--- config.mk ---
export PLATFORM = sky130hd
export DESIGN_NAME = burst_rr_sched
export DESIGN_NICKNAME = d
export VERILOG_FILES = /design/src/rtl/sched_pkg.sv /design/src/rtl/rr_pick.sv /design/src/rtl/burst_rr_sched.sv
export SDC_FILE = /design/constraint.sdc
export NUM_CORES = 1
export LEC_CHECK = 0
export BUFFER_PORTS_ARGS = -buffer_cell sky130_fd_sc_hd__buf_4
export CAP_MARGIN = 30
export CELL_PAD_IN_SITES_DETAIL_PLACEMENT = 0
export CELL_PAD_IN_SITES_GLOBAL_PLACEMENT = 1
export CORE_UTILIZATION = 28
export CTS_BUF_LIST = sky130_fd_sc_hd__clkbuf_4 sky130_fd_sc_hd__clkbuf_8
export DETAILED_ROUTE_END_ITERATION = 8
export PLACE_DENSITY_LB_ADDON = 0.1
export SLEW_MARGIN = 25
export SYNTH_ARGS = -nofsm -noshare
export SYNTH_HDL_FRONTEND = slang
export SYNTH_HIERARCHICAL = 1
export SYNTH_SLANG_ARGS = --single-unit
--- constraint.sdc ---
create_clock -name clk -period 3.5 [get_ports clk]
set_clock_uncertainty 0.05 [all_clocks]
set_input_delay 0.7 -clock clk [delete_from_list [all_inputs] [get_ports clk]]
set_output_delay 0.7 -clock clk [all_outputs]
set_load 0.01 [all_outputs]
--- src/rtl/sched_pkg.sv ---
// Shared types and helpers for the burst round-robin scheduler.
package sched_pkg;

   typedef enum logic {
      IDLE = 1'b0,
      BUSY = 1'b1
   } state_t;

   // Index width that stays at least one bit wide when n == 1.
   function automatic int idx_w(input int n);
      return (n > 1) ? $clog2(n) : 1;
   endfunction

endpackage

--- src/rtl/rr_pick.sv ---
// Combinational round-robin pick: first asserted request at or after ptr, wrapping N-1 to 0.
module rr_pick
   import sched_pkg::*;
#(
   parameter int N = 4
) (
   input  logic [N-1:0]          req_i,
   input  logic [idx_w(N)-1:0]   ptr_i,
   output logic [idx_w(N)-1:0]   win_o,
   output logic                  any_o
);

   localparam int IW = idx_w(N);

   function automatic logic [IW-1:0] wrap_idx(input logic [IW-1:0] p, input int k);
      int s;
      s = int'(p) + k;
      if (s >= N) s = s - N;
      return IW'(s);
   endfunction

   // Scan from the farthest offset down so the nearest request overwrites last.
   always_comb begin
      win_o = '0;
      any_o = 1'b0;
      for (int k = N - 1; k >= 0; k--) begin
         if (req_i[wrap_idx(ptr_i, k)]) begin
            win_o = wrap_idx(ptr_i, k);
            any_o = 1'b1;
         end
      end
   end

endmodule

--- src/rtl/burst_rr_sched.sv ---
// Shares one valid/ready burst port among N requesters; grant held until last or MAX_BEATS.
// Grant lands 1 cycle after request; one idle bubble always separates grants.
module burst_rr_sched
   import sched_pkg::*;
#(
   parameter int N         = 4,
   parameter int MAX_BEATS = 16,
   parameter int W         = 32
) (
   input  logic                  clk,
   input  logic                  rst,
   input  logic [N-1:0]          req_valid_i,
   input  logic [N-1:0]          req_last_i,
   input  logic [N*W-1:0]        req_data_i,
   output logic [N-1:0]          req_ready_o,
   output logic                  out_valid_o,
   output logic                  out_last_o,
   output logic [W-1:0]          out_data_o,
   input  logic                  out_ready_i,
   output logic [N-1:0]          gnt_o,
   output logic [idx_w(N)-1:0]   out_src_o,
   output logic                  burst_cut_o
);

   localparam int IW = idx_w(N);
   localparam int CW = $clog2(MAX_BEATS + 1);

   state_t          state_q, state_d;
   logic [N-1:0]    gnt_q, gnt_d;
   logic [IW-1:0]   src_q, src_d;
   logic [IW-1:0]   ptr_q, ptr_d;
   logic [CW-1:0]   cnt_q, cnt_d;
   logic            cut_q, cut_d;

   logic [IW-1:0]   win;
   logic            any;
   logic            beat;

   rr_pick #(.N(N)) u_pick (
      .req_i (req_valid_i),
      .ptr_i (ptr_q),
      .win_o (win),
      .any_o (any)
   );

   always_ff @(posedge clk or posedge rst) begin
      if (rst) begin
         state_q <= IDLE;
         gnt_q   <= '0;
         src_q   <= '0;
         ptr_q   <= '0;
         cnt_q   <= '0;
         cut_q   <= 1'b0;
      end else begin
         state_q <= state_d;
         gnt_q   <= gnt_d;
         src_q   <= src_d;
         ptr_q   <= ptr_d;
         cnt_q   <= cnt_d;
         cut_q   <= cut_d;
      end
   end

   assign beat = out_valid_o & out_ready_i;

   always_comb begin
      state_d = state_q;
      gnt_d   = gnt_q;
      src_d   = src_q;
      ptr_d   = ptr_q;
      cnt_d   = cnt_q;
      cut_d   = 1'b0;
      case (state_q)
         IDLE: begin
            if (any) begin
               state_d = BUSY;
               gnt_d   = N'(1) << win;
               src_d   = win;
               ptr_d   = (win == IW'(N - 1)) ? '0 : win + IW'(1);
               cnt_d   = '0;
            end
         end
         BUSY: begin
            if (beat) begin
               cnt_d = cnt_q + CW'(1);
               // Forced release on the MAX_BEATS-th beat is flagged as a cut.
               if (out_last_o || cnt_q == CW'(MAX_BEATS - 1)) begin
                  state_d = IDLE;
                  gnt_d   = '0;
                  src_d   = '0;
                  cut_d   = ~out_last_o;
               end
            end
         end
         default: state_d = IDLE;
      endcase
   end

   always_comb begin
      out_valid_o = 1'b0;
      out_last_o  = 1'b0;
      out_data_o  = '0;
      req_ready_o = '0;
      if (state_q == BUSY) begin
         out_valid_o        = req_valid_i[src_q];
         out_last_o         = req_last_i[src_q];
         out_data_o         = req_data_i[src_q * W +: W];
         req_ready_o[src_q] = out_ready_i;
      end
   end

   assign gnt_o       = gnt_q;
   assign out_src_o   = src_q;
   assign burst_cut_o = cut_q;

endmodule

==> summary.md <==
| Metric | Value |
|---|---|
| Fillers | 613 |
| Worst hold margin | 0.422 ns |
| Post_cts resized | 0 |
| Worst R2R Start | out_src_o[0] |
| Vias in the first global route | 2,118 |
| Initial Utilization | 0.293 |
| CTS tree | done |
| Post-route ant nets | 0 |
| Via-to-Cell Ratio | 5.00 |
| Dpl cells | 418 |
| First-pass GRT wire length | 11,700 µm |
| Post-CTS setup buffers | 0 |
| DRC Markers | 30 |
| Post-Synth Simple-Gate Area | 0.203 |
| CP Capture Type | output pin |
| Area fraction in compound gates after synthesis | 0.0837 |
| CTS root buf | clkbuf_8 |
| Area growth syn-to-layout | 79.0% |
| Clock tree buffer depth | 2 |
| Io pins | 184 |
| Run status | complete, but fails checks |
| Avg WL per Cell | 17.8 µm |
| Power density cells | 562 nW/µm² |
| Clk slew on worst S/H paths | 0.06 ns |
| Most common cell after layout, fill and taps aside | buf_4 |
| Cells after Synth | 167 |
| Failing checks | design-rule violations |
| Reg-to-reg slack, setup | 1.36 ns |
| Leakage | 1.62 nW |
| Core area | 6420 µm² |
| Syn avg cell area | 11.3 µm² |
| ANT cells | 0 |
| Largest family of logic cells by synthesized area | multiplexers |
| Synth top area share | 0.382 |
| Fmax | 335 MHz |
| Port Buffers | 183 |
| CP startpoint kind | flop |
| MaxCap Viol Count | 0 |
| Final setup TNS | 0 ns |
| Hold Vio Cnt, Final | 0 |
| Finished Layout Cells | 422 |
| Ys async rst share | 1.00 |
| Register area | 378 µm² |
| Worst r2r path cells | 4 |
| Worst Tran Pin Value | 0.718 ns |
| Final min period | 2.99 ns |
| Xor-xnor portion of the synthesized cell area | 0 |
| Area of the multi-input gates | 1420 µm² |
| Min-delay src | cnt_q[3] |
| Post-synthesis mux area share | 0.428 |
| Syn Nets | 312 |
| Unique masters post-synth | 30 |
| Die width | 84.0 µm |
| RSZ-0062 raised after global routing | no |
| CTS Buf Count | 3 |
| #FFs+latches synth | 15 |
| Die ar. | 7060 µm² |
| RR Endpoint | gnt_o[2] |
| Worst EP arrival | 2.24 ns |
| Relative slew slack | 0.521 |
| Fin crit share | 0.853 |
| Dpl hpwl | 6370 µm |
| Cell taking the most area after synthesis | mux4_2 |
| Setup Viol. Count Final | 0 |
| Adder-cell share of the synthesized area | 0.0398 |
| Gr ovfl total | 0 |
| Detailed-router iteration count before antenna repair | 6 |
| Clk Latency, worst-skew pair | 0.25 ns |
| EDFF count, synth | 0 |
| Slew Viols, Final | 0 |
| Die height | 84.0 µm |
| Routability cong. | 0.863 |
| GR Util All Layers | 0.212 |
| Synth Cell Area | 1880 µm² |
| CTS Sinks | 15 |
| CP startpoint | out_src_o[0] |
| Row Count | 29 |
| Hold depth | 1 |
| Layout cells sized above 1 | 0.670 |
| Syn. warnings | 6 |
| Hold endpoint | cnt_q[3] |
| Most frequently used flop master after synthesis | dfrtp_1 |
| VDD IR-drop max | 0.328 mV |
| H-tree levels | 1 |
| Largest net degree at the start of global routing | 29 |
| Hold_buf cts | 0 |
| Largest cells by area after synthesis | mux4_2, dfrtp_1, and2_1, ha_1, mux2i_1 |
| Hold crit path type | flop to flop |
| Final net count | 491 |
| Initial antenna violation count | 0 |
| Most frequent cells in the layout | buf_4, mux4_2, and2_1 |
| Iter 0 DRT Violations | 122 |
| CP required | 2.75 ns |
| CP Class | flop to output pin |
| Critical Path Fanout Max | 26 |
| Post-Route WL | 7510 µm |
| Sequential area share after synthesis | 0.199 |
| Routed vias | 2,108 |
-- cell usage after synthesis, types with 2 or more instances --
cell      number
and3_1         2
nand3b_1       2
nand2_1       15
a22o_1         6
buf_2          7
mux2i_1        7
mux4_2        32
dfrtp_1       15
clkbuf_1       5
a21oi_1        3
buf_4          2
nor2_1        10
ha_1           6
inv_1          5
nand2b_1       4
and2_1        32
-- critical path, cell delays in order, from the launching register on --
cell     delay, ns
dfrtp_2       0.83
buf_4         0.33
mux4_2        0.51
and2_1        0.17
buf_4         0.14
-- flip-flops by register name, summed over array words and instances, names as in the netlist --
signal / flops
gnt_o: 4
ptr_q: 2
burst_cut_o: 1
out_src_o: 2
state_q: 1
cnt_q: 5
-- final cells by class --
type | count | area share
Clock buffer | 3 | 0.0122
Tap cell | 77 | 0.0286
Inverter | 5 | 0.00557
Clock inverter | 1 | 0.00148
Sequential cell | 15 | 0.112
Timing Repair Buffer | 188 | 0.419
Multi-Input combinational cell | 133 | 0.422
-- metal layers --
layer	routed length [µm]	GRT usage
met5	0	0
met4	69	0.0423
met3	471	0.0237
met2	3890	0.379
met1	3070	0.275
-- worst max path at each step --
stage,endpoint,depth (start not counted)
2_1_floorplan,out_data_o[17],4
3_3_place_gp,out_data_o[9],4
3_5_place_dp,out_data_o[0],4
4_1_cts,out_data_o[0],4
5_1_grt,out_data_o[10],4
6_report,out_data_o[0],4
-- cell families (layout without fill, tap and decap cells) --
group / count (synthesis) / after routing
AO/OA/AOI/OAI: 17 / 17
multiplexers: 40 / 40
adder cells (fa/ha/maj): 6 / 6
AND/OR/NAND/NOR: 70 / 70
buffers and inverters: 19 / 197
flip-flops: 15 / 15
-- power by group --
| part | internal [mW] | switching [mW] | total [mW] |
|---|---|---|---|
| Combinational | 0.830 | 0.540 | 1.37 |
| Sequential | 0.239 | 0.144 | 0.384 |
| Clock | 0.0789 | 0.0627 | 0.142 |
-- through the flow --
step	total power [mW]	setup WS, ns	area, µm²	utilization
2_1_floorplan	1.17	1.18	1880	-
3_3_place_gp	1.76	0.753	3330	0.518
3_5_place_dp	1.77	0.725	3330	0.518
4_1_cts	1.92	0.445	3370	0.525
5_1_grt	2.05	0.350	3370	0.525
6_report	1.90	0.515	3370	0.525
No activity file was read; power rests on OpenSTA's default activity.
